**src/rtl/dds_spi_pkg.sv**
```systemverilog
// Shared types and frame-layout constants for the SPI-to-regfile bridge.
package dds_spi_pkg;

    typedef enum logic [2:0] {
        IDLE  = 3'd0,
        CMD   = 3'd1,
        LATCH = 3'd2,
        DATA  = 3'd3,
        DONE  = 3'd4
    } spi_state_e;

    localparam int CNT_W      = 5;
    localparam int REG_ADDR_W = 4;
    localparam int REG_DATA_W = 8;

    localparam logic [CNT_W-1:0] FRAME_BITS = 5'd16;
    localparam logic [CNT_W-1:0] CMD_BITS   = 5'd8;

    localparam int RW_BIT   = 15;
    localparam int ADDR_MSB = 11;
    localparam int ADDR_LSB = 8;

endpackage

```
**src/rtl/sync_ff.sv**
```systemverilog
// Flop-chain synchronizer for one asynchronous pin; reset loads the pin's idle level.
module sync_ff #(
    parameter int   STAGES  = 2,
    parameter logic RST_VAL = 1'b0
) (
    input  logic clk,
    input  logic rst,
    input  logic d_i,
    output logic q_o
);

    logic [STAGES-1:0] chain_q;

    always_ff @(posedge clk) begin
        if (rst) begin
            chain_q <= {STAGES{RST_VAL}};
        end else begin
            chain_q <= {chain_q[STAGES-2:0], d_i};
        end
    end

    assign q_o = chain_q[STAGES-1];

endmodule

```
**src/rtl/spi_reg_bridge.sv**
```systemverilog
// SPI mode-0 slave turning 16-bit frames into regfile write strobes and readback.
// state | meaning
// IDLE  | cs_n high, waiting for a cs_n fall
// CMD   | shifting in RW/reserved/ADDR byte
// LATCH | one cycle to capture regfile read data
// DATA  | shifting in payload, shifting out read data on sclk falls
// DONE  | frame complete, waiting for cs_n rise
module spi_reg_bridge
    import dds_spi_pkg::*;
#(
    parameter int NUM_REGS    = 8,
    parameter int SYNC_STAGES = 2
) (
    input  logic                  clk,
    input  logic                  rst,
    input  logic                  i_sclk,
    input  logic                  i_cs_n,
    input  logic                  i_mosi,
    output logic                  o_miso,
    output logic                  o_en_wr,
    output logic [REG_ADDR_W-1:0] o_addr_wr,
    output logic [REG_DATA_W-1:0] o_data,
    output logic [REG_ADDR_W-1:0] o_addr_rd,
    input  logic [REG_DATA_W-1:0] i_rd_data,
    output logic                  o_frame_err
);

    localparam logic [REG_ADDR_W:0] NUM_REGS_L = NUM_REGS[REG_ADDR_W:0];

    logic sclk_s, cs_n_s, mosi_s;
    logic sclk_rise, sclk_fall, cs_fall, cs_rise;

    spi_state_e            state_q, state_d;
    logic [CNT_W-1:0]      bit_cnt_q, bit_cnt_d, cnt_inc;
    logic [REG_DATA_W-1:0] shift_q, shift_d, shift_in;
    logic [REG_DATA_W-1:0] rd_shift_q, rd_shift_d;
    logic                  rw_q, rw_d;
    logic                  sclk_hist_q, cs_hist_q;
    logic                  miso_q, miso_d;
    logic                  en_wr_q, en_wr_d;
    logic                  err_q, err_d;
    logic [REG_ADDR_W-1:0] addr_wr_q, addr_wr_d;
    logic [REG_ADDR_W-1:0] addr_rd_q, addr_rd_d;
    logic [REG_DATA_W-1:0] data_q, data_d;
    logic                  addr_ok;

    sync_ff #(.STAGES(SYNC_STAGES), .RST_VAL(1'b0)) u_sync_sclk (
        .clk(clk), .rst(rst), .d_i(i_sclk), .q_o(sclk_s));
    sync_ff #(.STAGES(SYNC_STAGES), .RST_VAL(1'b1)) u_sync_cs_n (
        .clk(clk), .rst(rst), .d_i(i_cs_n), .q_o(cs_n_s));
    sync_ff #(.STAGES(SYNC_STAGES), .RST_VAL(1'b0)) u_sync_mosi (
        .clk(clk), .rst(rst), .d_i(i_mosi), .q_o(mosi_s));

    assign sclk_rise = sclk_s & ~sclk_hist_q;
    assign sclk_fall = ~sclk_s & sclk_hist_q;
    assign cs_fall   = ~cs_n_s & cs_hist_q;
    assign cs_rise   = cs_n_s & ~cs_hist_q;
    assign addr_ok   = ({1'b0, addr_rd_q} < NUM_REGS_L);
    assign shift_in  = {shift_q[REG_DATA_W-2:0], mosi_s};
    assign cnt_inc   = (bit_cnt_q == FRAME_BITS) ? bit_cnt_q : bit_cnt_q + 5'd1;

    always_ff @(posedge clk) begin
        if (rst) begin
            state_q     <= IDLE;
            bit_cnt_q   <= '0;
            shift_q     <= '0;
            rd_shift_q  <= '0;
            rw_q        <= 1'b0;
            sclk_hist_q <= 1'b0;
            cs_hist_q   <= 1'b1;
            miso_q      <= 1'b0;
            en_wr_q     <= 1'b0;
            err_q       <= 1'b0;
            addr_wr_q   <= '0;
            addr_rd_q   <= '0;
            data_q      <= '0;
        end else begin
            state_q     <= state_d;
            bit_cnt_q   <= bit_cnt_d;
            shift_q     <= shift_d;
            rd_shift_q  <= rd_shift_d;
            rw_q        <= rw_d;
            sclk_hist_q <= sclk_s;
            cs_hist_q   <= cs_n_s;
            miso_q      <= miso_d;
            en_wr_q     <= en_wr_d;
            err_q       <= err_d;
            addr_wr_q   <= addr_wr_d;
            addr_rd_q   <= addr_rd_d;
            data_q      <= data_d;
        end
    end

    always_comb begin
        state_d    = state_q;
        bit_cnt_d  = bit_cnt_q;
        shift_d    = shift_q;
        rd_shift_d = rd_shift_q;
        rw_d       = rw_q;
        miso_d     = miso_q;
        en_wr_d    = 1'b0;
        err_d      = 1'b0;
        addr_wr_d  = addr_wr_q;
        addr_rd_d  = addr_rd_q;
        data_d     = data_q;

        case (state_q)
            IDLE: begin
                miso_d = 1'b0;
                if (cs_fall) begin
                    bit_cnt_d = '0;
                    state_d   = CMD;
                end
            end
            CMD: begin
                miso_d = 1'b0;
                if (cs_rise) begin
                    err_d   = 1'b1;
                    state_d = IDLE;
                end else if (sclk_rise) begin
                    shift_d   = shift_in;
                    bit_cnt_d = cnt_inc;
                    if (cnt_inc == CMD_BITS) begin
                        addr_rd_d = shift_in[ADDR_MSB-REG_DATA_W:ADDR_LSB-REG_DATA_W];
                        rw_d      = shift_in[RW_BIT-REG_DATA_W];
                        state_d   = LATCH;
                    end
                end
            end
            LATCH: begin
                if (cs_rise) begin
                    err_d   = 1'b1;
                    miso_d  = 1'b0;
                    state_d = IDLE;
                end else begin
                    rd_shift_d = addr_ok ? i_rd_data : '0;
                    state_d    = DATA;
                end
            end
            DATA: begin
                // an abort wins even when it coincides with the last sclk rise
                if (cs_rise) begin
                    err_d   = 1'b1;
                    miso_d  = 1'b0;
                    state_d = IDLE;
                end else begin
                    if (sclk_fall) begin
                        miso_d     = rw_q ? 1'b0 : rd_shift_q[REG_DATA_W-1];
                        rd_shift_d = {rd_shift_q[REG_DATA_W-2:0], 1'b0};
                    end
                    if (sclk_rise) begin
                        shift_d   = shift_in;
                        bit_cnt_d = cnt_inc;
                        if (cnt_inc == FRAME_BITS) begin
                            if (rw_q && addr_ok) begin
                                addr_wr_d = addr_rd_q;
                                data_d    = shift_in;
                                en_wr_d   = 1'b1;
                            end else if (rw_q) begin
                                err_d = 1'b1;
                            end
                            state_d = DONE;
                        end
                    end
                end
            end
            DONE: begin
                miso_d = 1'b0;
                if (cs_rise) state_d = IDLE;
            end
            default: state_d = IDLE;
        endcase
    end

    assign o_miso      = miso_q;
    assign o_en_wr     = en_wr_q;
    assign o_addr_wr   = addr_wr_q;
    assign o_data      = data_q;
    assign o_addr_rd   = addr_rd_q;
    assign o_frame_err = err_q;

endmodule

```
**config.mk**
```make
export PLATFORM = sky130hd
export DESIGN_NAME = spi_reg_bridge
export DESIGN_NICKNAME = d
export VERILOG_FILES = /design/src/rtl/dds_spi_pkg.sv /design/src/rtl/sync_ff.sv /design/src/rtl/spi_reg_bridge.sv
export SDC_FILE = /design/constraint.sdc
export NUM_CORES = 1
export LEC_CHECK = 0
export ABC_AREA = 1
export BUFFER_PORTS_ARGS = -buffer_cell sky130_fd_sc_hd__buf_2
export CELL_PAD_IN_SITES_DETAIL_PLACEMENT = 1
export CELL_PAD_IN_SITES_GLOBAL_PLACEMENT = 1
export CORE_MARGIN = 2
export CORE_UTILIZATION = 40
export DETAILED_ROUTE_END_ITERATION = 10
export GPL_TIMING_DRIVEN = 0
export PLACE_DENSITY = 0.88
export SLEW_MARGIN = 20
export SYNTH_ARGS = -nofsm -noshare
export SYNTH_HDL_FRONTEND = slang
export SYNTH_SLANG_ARGS = --single-unit
export TNS_END_PERCENT = 10
```
**constraint.sdc**
```tcl
create_clock -name clk -period 2.2 [get_ports clk]
set_input_delay 0.44 -clock clk [delete_from_list [all_inputs] [get_ports clk]]
set_output_delay 0.44 -clock clk [all_outputs]
set_load 0.005 [all_outputs]
```
==> impl_table.tex, run 1 <==
\begin{tabular}{lr}
\hline
Metric & Value \\
\hline
\multicolumn{2}{l}{\textbf{STA}} \\
\quad Unrepaired setup endpoints after global routing & false \\
\quad Final Hold Viols & 0 \\
\quad Transition time of the tightest slew-check pin & 0.607 ns \\
\quad Setup violations, final & 0 \\
\quad Final clock skew & 0.00869 ns \\
\quad Final critical-path share of the clock period & 0.896 \\
\quad Count of pins over their slew limit & 0 \\
\quad Total Negative Setup Slacks & 0 ns \\
\quad Max-slew headroom at the worst pin & 0.595 \\
\quad Max Fclk & 507 MHz \\
\quad Minimum period implied by the final worst setup slack & 1.97 ns \\
\multicolumn{2}{l}{\textbf{Clock network}} \\
\quad Total clock buffers created by CTS & 5 \\
\quad Clock Sinks & 51 \\
\quad Buffer type at the clock tree root & clkbuf\_8 \\
\quad TritonCTS clock tree & built \\
\quad Number of setup buffers added after CTS & 0 \\
\quad Buffer depth of the longest clock path & 2 \\
\quad Number of hold buffers added after cts & 0 \\
\quad Worst-path clk slew & 0.09 ns \\
\quad Htree depth & 2 \\
\quad Count of cells resized by post-cts repair & 0 \\
\quad Insertion delay to the later sink of the worst-skew pair & 0.31 ns \\
\multicolumn{2}{l}{\textbf{Worst setup path}} \\
\quad CP Capture Type & flip-flop \\
\quad Type of the worst setup path & flip-flop to flip-flop \\
\quad Sequence of cells on the critical path & inv\_1 -> ha\_1 -> nand2\_1 -> clkinv\_1 -> nand3\_1 -> nand2\_2 -> nor2\_4 -> nand3\_2 -> nor2\_2 -> nand3\_2 -> buf\_6 -> nor2\_2 -> nor2\_1 \\
\quad Largest fanout of any net on the critical path & 10 \\
\quad Reg-to-reg setup timing slack & 0.23 ns \\
\quad CP Data Required Time & 2.41 ns \\
\quad Largest stage delay on the critical path & 0.43 ns \\
\quad Standard cell with the maximum stage delay on the critical path & dfxtp\_1 \\
\quad Crit start category & flip-flop \\
\quad Data arrival at the endpoint of the critical path & 2.18 ns \\
\quad Worst reg2reg path depth & 13 \\
\multicolumn{2}{l}{\textbf{Cells and area}} \\
\quad Final net count & 367 \\
\quad Leading cell type in the layout, fill and taps excluded & nand2\_1 \\
\quad Antenna cell count & 0 \\
\quad Count of fill cells added during filler insertion & 744 \\
\quad Layout cells sized above 1 & 0.190 \\
\quad Final design area excluding fillers & 2580 µm² \\
\quad Number of standard cells in the layout, taps in and fillers out & 425 \\
\quad Commonest non-fill, non-tap cells in the layout & 63 x nand2\_1, 51 x dfxtp\_1, 49 x nor2\_1, 39 x inv\_1, 33 x buf\_2 \\
\quad Synthesis-to-finish area growth & 15.2\% \\
\multicolumn{2}{l}{\textbf{Power and ir drop}} \\
\quad Total design power & 0.00267 W \\
\quad Peak supply drop & 0.495 mV \\
\quad Total power per unit cell area & 1030 nW/µm² \\
\quad Total leakage power & 1.24 nW \\
\multicolumn{2}{l}{\textbf{Global routing}} \\
\quad Via count of the first global-routing pass & 2127 \\
\quad Initial antenna violation count & 0 \\
\quad Total gr overflow & 0 \\
\quad Largest net degree at the start of global routing & 16 \\
\quad First-pass GRT wire length & 9650 µm \\
\quad Total GRT Usage & 0.196 \\
\multicolumn{2}{l}{\textbf{Drt}} \\
\quad Vias/cell & 4.86 \\
\quad Detailed-route wire length & 5660 µm \\
\quad Final antenna-violating net count & 0 \\
\quad Iter 0 DRT Violations & 77 \\
\quad Drt first pass iters & 4 \\
\quad Via count & 2067 \\
\quad Count of unresolved DRC violations after routing & 0 \\
\quad Average wire per standard cell & 13.3 µm \\
\multicolumn{2}{l}{\textbf{Die}} \\
\quad Placement Rows & 27 \\
\quad Number of placed I/O pins & 32 \\
\quad Core region area & 5470 µm² \\
\quad Starting utilization of the core area & 0.409 \\
\quad Horiz. Die Dim & 78.8 µm \\
\quad Die height & 78.8 µm \\
\quad Die area & 6210 µm² \\
\multicolumn{2}{l}{\textbf{Place}} \\
\quad Placed cells & 417 \\
\quad Final weighted congestion of routability-driven global placement & 0.875 \\
\quad Dpl cell area & 2480 µm² \\
\quad IO Port Bufs & 31 \\
\quad Estimated wirelength of the detail-placed design & 4140 µm \\
\multicolumn{2}{l}{\textbf{Run status}} \\
\quad Run status & complete, no violations \\
\multicolumn{2}{l}{\textbf{Logic synthesis}} \\
\quad Synthesized netlist cell count & 314 \\
\quad Number of synthesized register bits & 51 \\
\quad Portion of the post-synthesis area used by sequential elements & 0.456 \\
\quad Mean cell area of the mapped netlist & 7.13 µm² \\
\quad Mapped cell area & 2240 µm² \\
\quad Synthesis warning total & 0 \\
\quad Post-Synthesis Net Count & 329 \\
\quad Count of cell types in the netlist & 26 \\
\multicolumn{2}{l}{\textbf{Flow run}} \\
\quad \# Max-Cap Violations & 0 \\
\multicolumn{2}{l}{\textbf{Min path}} \\
\quad WHS Path Cells & 2 \\
\quad Min-Delay Path Class & primary input to flip-flop \\
\hline
\end{tabular}
-- per-layer routing --
| layer | share of wire | wire length [µm] | vias up | track usage |
|---|---|---|---|---|
| met5 | 0 | 0 | - | 0 |
| met4 | 0.011 | 61 | 0 | 0.0483 |
| met3 | 0.034 | 191 | 5 | 0.0386 |
| met2 | 0.49 | 2790 | 30 | 0.363 |
| met1 | 0.46 | 2610 | 968 | 0.231 |
| li1 | - | - | 1064 | - |
-- critical path, delay by kind of cell (launching register included) --
family	cells	cell delay [ns]
adders and majority gates	1	0.21
DFF	1	0.43
buffers and inverters	3	0.36
and+or+nand+nor	9	0.88
-- Yosys cell counts, drive strengths merged --
library cell   n  area (µm²)
a211oi         4        30.0
nor3           2        10.0
nand4          3        25.0
dfxtp         51        1020
nand2         64         243
nor3b          1        12.5
nand3         14        85.1
inv           42         158
a21oi         28         140
xor2           2        17.5
buf            4        25.0
a31oi          2        12.5
ha             2        25.0
nor2          64         283
or2            2        12.5
clkbuf         3        11.3
o21ai         25         125
clkinv         1        3.75
-- registers in the layout, indices dropped and copies added (netlist names) --
register,cells
bit_cnt_q,5
cs_hist_q,1
o_addr_rd,4
o_addr_wr,4
o_data,8
o_en_wr,1
o_frame_err,1
o_miso,1
rd_shift_q,8
rw_q,1
sclk_hist_q,1
shift_q,7
state_q,3
u_sync_cs_n.chain_q,2
u_sync_mosi.chain_q,2
u_sync_sclk.chain_q,2
-- cell type report --
class,instances,area (µm²),share of cell area
timing repair buffer,31,155,0.0601
buffer,7,36.3,0.0141
inverter,43,161,0.0626
tap,72,90.1,0.0349
sequential,51,1020,0.396
multi-input combinational,213,1020,0.396
clock buffer,7,86.3,0.0335
clock inverter,1,8.76,0.00339
-- cell families after synthesis --
| family | share of synthesized area |
|---|---|
| xor+xnor | 0.00782 |
| flops | 0.456 |
| buf+inv | 0.0883 |
| fa+ha+maj | 0.0112 |
| compound gates | 0.137 |
| simple gates | 0.299 |
-- metrics by stage --
stage | setup slack [ns] | hold slack [ns] | util
after floorplan | 0.539 | 0.388 | -
after global placement | 0.361 | 0.391 | 0.454
after detailed placement | 0.236 | 0.401 | 0.454
after CTS | 0.194 | 0.314 | 0.471
after global routing | 0.0261 | 0.311 | 0.471
final | 0.228 | 0.312 | 0.471
-- report_power, final --
part,total (W),switching (W),internal (W)
registers,0.00115,0.000103,0.00105
clock network,0.000577,0.000318,0.000258
logic,0.000938,0.000635,0.000303
-- path summary, 6_finish.rpt --
path | endpoint | startpoint
hold / removal | u_sync_cs_n.chain_q[0] | i_cs_n
setup / recovery | o_data[5] | bit_cnt_q[0]
hold reg to reg | u_sync_mosi.chain_q[1] | u_sync_mosi.chain_q[0]
setup reg to reg | o_data[5] | bit_cnt_q[0]
Power figures use the tool's default switching activity.
==> run 2: changes to the inputs <==
Settings changed: ABC_AREA 1 to 0, CORE_UTILIZATION 40 to 42, PLACE_DENSITY 0.88 to 0.87.
==> impl_table.tex, run 2 <==
\begin{tabular}{lr}
\hline
Metric & Value \\
\hline
\multicolumn{2}{l}{\textbf{Run status}} \\
\quad Run status & complete, no violations \\
\multicolumn{2}{l}{\textbf{Place}} \\
\quad Estimated wirelength of the detail-placed design & 3980 µm (-3.8\%) \\
\quad IO Port Bufs & 30 (-3.2\%) \\
\quad Placed cells & 351 (-16\%) \\
\quad Dpl cell area & 2490 µm² (+0.25\%) \\
\quad Final weighted congestion of routability-driven global placement & 0.895 (+2.3\%) \\
\multicolumn{2}{l}{\textbf{Worst setup path}} \\
\quad Crit path buf inv count & 2 (-1) \\
\quad Crit start category & flip-flop \\
\quad CP Capture Type & flip-flop \\
\quad Worst flop-to-flop path startpoint & bit\_cnt\_q[1] \\
\quad CP Data Required Time & 2.38 ns (-0.03 ns) \\
\quad Largest stage delay on the critical path & 0.38 ns (-0.05 ns) \\
\quad Largest fanout of any net on the critical path & 10 (unchanged) \\
\quad Type of the worst setup path & flip-flop to flip-flop \\
\quad Worst reg2reg path depth & 8 (-5) \\
\quad Sequence of cells on the critical path & inv\_1 -> ha\_1 -> and4bb\_2 -> mux2\_2 -> o2111ai\_2 -> buf\_6 -> mux2i\_1 -> nor2\_1 \\
\quad Data arrival at the endpoint of the critical path & 2.28 ns (+0.10 ns) \\
\quad Crit. Startpoint & bit\_cnt\_q[1] \\
\quad Standard cell with the maximum stage delay on the critical path & dfxtp\_1 \\
\quad Cell count along the critical path & 8 (-5) \\
\quad Top Family by Delay on Critical Path & multiplexers \\
\multicolumn{2}{l}{\textbf{Power and ir drop}} \\
\quad Sw frac & 0.240 (-0.156) \\
\quad Cell-internal power & 0.00123 W (-24\%) \\
\quad Peak supply drop & 0.363 mV (-27\%) \\
\quad Reg power frac & 0.580 (+0.148) \\
\quad Total power per unit cell area & 626 nW/µm² (-40\%) \\
\quad Part of the power in combinational logic & 0.067 (-0.285) \\
\quad Proportion of power drawn by the clock network & 0.354 (+0.138) \\
\quad Total design power & 0.00162 W (-39\%) \\
\quad P\_sw & 0.000389 W (-63\%) \\
\quad Total leakage power & 1.12 nW (-9.8\%) \\
\multicolumn{2}{l}{\textbf{Die}} \\
\quad Starting utilization of the core area & 0.438 (+0.0292) \\
\quad Core region area & 5140 µm² (-6.1\%) \\
\quad Number of placed I/O pins & 32 (unchanged) \\
\quad Placement Rows & 26 (-3.7\%) \\
\quad Die height & 77.2 µm (-2.0\%) \\
\quad Horiz. Die Dim & 77.2 µm (-2.0\%) \\
\quad Die area & 5970 µm² (-4.0\%) \\
\multicolumn{2}{l}{\textbf{Drt}} \\
\quad Average wire per standard cell & 15.4 µm (+16\%) \\
\quad Iter 0 DRT Violations & 97 (+26\%) \\
\quad Vias/cell & 5.45 (+12\%) \\
\quad Detailed-route wire length & 5530 µm (-2.3\%) \\
\quad Count of unresolved DRC violations after routing & 0 (unchanged) \\
\quad Drt first pass iters & 4 (unchanged) \\
\quad Final antenna-violating net count & 0 (unchanged) \\
\quad Via count & 1951 (-5.6\%) \\
\multicolumn{2}{l}{\textbf{STA}} \\
\quad Count of pins over their slew limit & 0 (unchanged) \\
\quad Transition time of the tightest slew-check pin & 0.564 ns (-0.0425 ns) \\
\quad Max Fclk & 478 MHz (-5.8\%) \\
\quad Max-slew headroom at the worst pin & 0.623 (+0.0276) \\
\quad Unrepaired setup endpoints after global routing & true \\
\quad Final Hold Viols & 0 (unchanged) \\
\quad Minimum period implied by the final worst setup slack & 2.09 ns (+0.121 ns) \\
\quad Final critical-path share of the clock period & 0.952 (+0.0552) \\
\quad Setup violations, final & 0 (unchanged) \\
\quad Final clock skew & 0.00534 ns (-0.00335 ns) \\
\quad Total Negative Setup Slacks & 0 ns (unchanged) \\
\multicolumn{2}{l}{\textbf{Global routing}} \\
\quad First-pass GRT wire length & 9520 µm (-1.4\%) \\
\quad Largest net degree at the start of global routing & 17 (+1) \\
\quad Initial antenna violation count & 0 (unchanged) \\
\quad Most crowded layer after global routing & met2 \\
\quad Met2 Track Usage GR & 0.355 (-0.00847) \\
\quad M3 GR Usage & 0.0341 (-0.00452) \\
\quad Met1 track demand over resource in global routing & 0.238 (+0.00679) \\
\quad Via count of the first global-routing pass & 1998 (-6.1\%) \\
\quad Total gr overflow & 0 (unchanged) \\
\quad Total GRT Usage & 0.198 (+0.00187) \\
\multicolumn{2}{l}{\textbf{Logic synthesis}} \\
\quad Mapped cell area & 2250 µm² (+0.61\%) \\
\quad Post-Synthesis Net Count & 266 (-19\%) \\
\quad Mean cell area of the mapped netlist & 8.98 µm² (+26\%) \\
\quad Synthesized netlist cell count & 251 (-20\%) \\
\quad Number of synthesized register bits & 51 (unchanged) \\
\quad Share of synthesized flip-flops with an asynchronous set or reset & 0 (unchanged) \\
\quad Post-synth top flop & dfxtp\_1 \\
\quad Count of cell types in the netlist & 43 (+65\%) \\
\quad Largest area contributor in the netlist & dfxtp\_1 \\
\quad Portion of the post-synthesis area used by sequential elements & 0.453 (-0.00278) \\
\quad Fraction of post-synthesis cell area in the top cell type by area & 0.453 (-0.00278) \\
\quad Count of flip-flops with a built-in enable after synthesis & 0 (unchanged) \\
\quad Synthesis warning total & 0 (unchanged) \\
\quad Synth top area cells & dfxtp\_1 45\%, mux2i\_1 10\%, nor2\_1 6.7\% \\
\quad Most common cell in the netlist & dfxtp\_1 \\
\quad Most common library cells after synthesis & 51 x dfxtp\_1, 40 x nor2\_1, 23 x mux2i\_1, 21 x a21oi\_1, 12 x clkbuf\_1 \\
\multicolumn{2}{l}{\textbf{Cells and area}} \\
\quad Final net count & 302 (-18\%) \\
\quad Leading cell type in the layout, fill and taps excluded & dfxtp\_1 \\
\quad Final design area excluding fillers & 2590 µm² (+0.44\%) \\
\quad Synthesis-to-finish area growth & 15.0\% \\
\quad Antenna cell count & 0 (unchanged) \\
\quad Layout cells sized above 1 & 0.194 (+0.00464) \\
\quad Count of fill cells added during filler insertion & 655 (-12\%) \\
\quad Commonest non-fill, non-tap cells in the layout & 50 x dfxtp\_1, 40 x nor2\_1, 35 x buf\_2, 23 x mux2i\_1, 21 x a21oi\_1 \\
\quad Core utilization of the finished layout & 0.504 (+0.0327) \\
\quad Number of standard cells in the layout, taps in and fillers out & 358 (-16\%) \\
\multicolumn{2}{l}{\textbf{Clock network}} \\
\quad Htree depth & 2 (unchanged) \\
\quad TritonCTS clock tree & built \\
\quad Insertion delay to the later sink of the worst-skew pair & 0.30 ns (about the same) \\
\quad Clock Sinks & 51 (unchanged) \\
\quad Total clock buffers created by CTS & 5 (unchanged) \\
\quad Buffer depth of the longest clock path & 2 (unchanged) \\
\quad Buffer type at the clock tree root & clkbuf\_8 \\
\quad Worst-path clk slew & 0.10 ns (about the same) \\
\quad Number of hold buffers added after cts & 0 (unchanged) \\
\multicolumn{2}{l}{\textbf{Min path}} \\
\quad Source of the worst hold timing path & i\_cs\_n \\
\quad Min-Delay Path Class & primary input to flip-flop \\
\quad WHS Path Cells & 2 (unchanged) \\
\multicolumn{2}{l}{\textbf{Flow run}} \\
\quad \# Max-Cap Violations & 0 (unchanged) \\
\hline
\end{tabular}
[run 2: what timing repair did]
item | CTS | global route
pin swaps | 1 | 0
buffers inserted | 0 | 0
resized for setup | 1 | 1
endpoints found under the setup margin | 8 | 14
[run 2: routing by layer]
layer | share of wire | vias up
li1 | - | 953
met1 | 0.46 | 955
met2 | 0.50 | 37
met3 | 0.026 | 6
met4 | 0.013 | 0
met5 | 0 | -
[run 2: layout make-up]
class	count	area, µm²	area share
Clock inverter	2	16.3	0.00628
Multi-Input combinational cell	178	1140	0.440
Sequential cell	51	1020	0.394
Clock buffer	6	82.6	0.0319
Inverter	4	15.0	0.00579
Tap cell	70	87.6	0.0338
Buffer	17	77.6	0.0299
Timing Repair Buffer	30	150	0.0579
[run 2: stage by stage]
step                      hold slack, ns  worst slack [ns]
after CTS                          0.313            0.0442
final                              0.319             0.106
after detailed placement           0.419          -0.00299
after floorplan                    0.389             0.300
after global routing               0.320          -0.00694
after global placement             0.396            0.0620
[run 2: power by group through the flow]
stage	combinational [W]	sequential, W	clock [W]
floorplan	0.0000757	0.000959	0
global placement	0.000104	0.000960	0
detailed placement	0.000106	0.000961	0
CTS	0.000108	0.000940	0.000588
global route	0.000120	0.000942	0.000621
finish	0.000108	0.000940	0.000573
[run 2: cell families (layout without fill, tap and decap cells)]
| group | count (synthesis) | count (layout) | synth area share |
|---|---|---|---|
| XOR/XNOR | 2 | 2 | 0.00777 |
| buffers and inverters | 22 | 59 | 0.0411 |
| flip-flops | 51 | 51 | 0.453 |
| adder cells (fa/ha/maj) | 2 | 2 | 0.0111 |
| multiplexers | 24 | 24 | 0.107 |
| AND/OR/NAND/NOR | 99 | 99 | 0.234 |
| AO/OA/AOI/OAI | 51 | 51 | 0.146 |
[run 2: final timing paths]
path / slack, ns / end
worst min register to register: 0.44 / u_sync_cs_n.chain_q[1]
worst min-delay path: 0.32 / u_sync_cs_n.chain_q[0]
worst max register to register: 0.11 / o_data[6]
worst max-delay path: 0.11 / o_data[6]
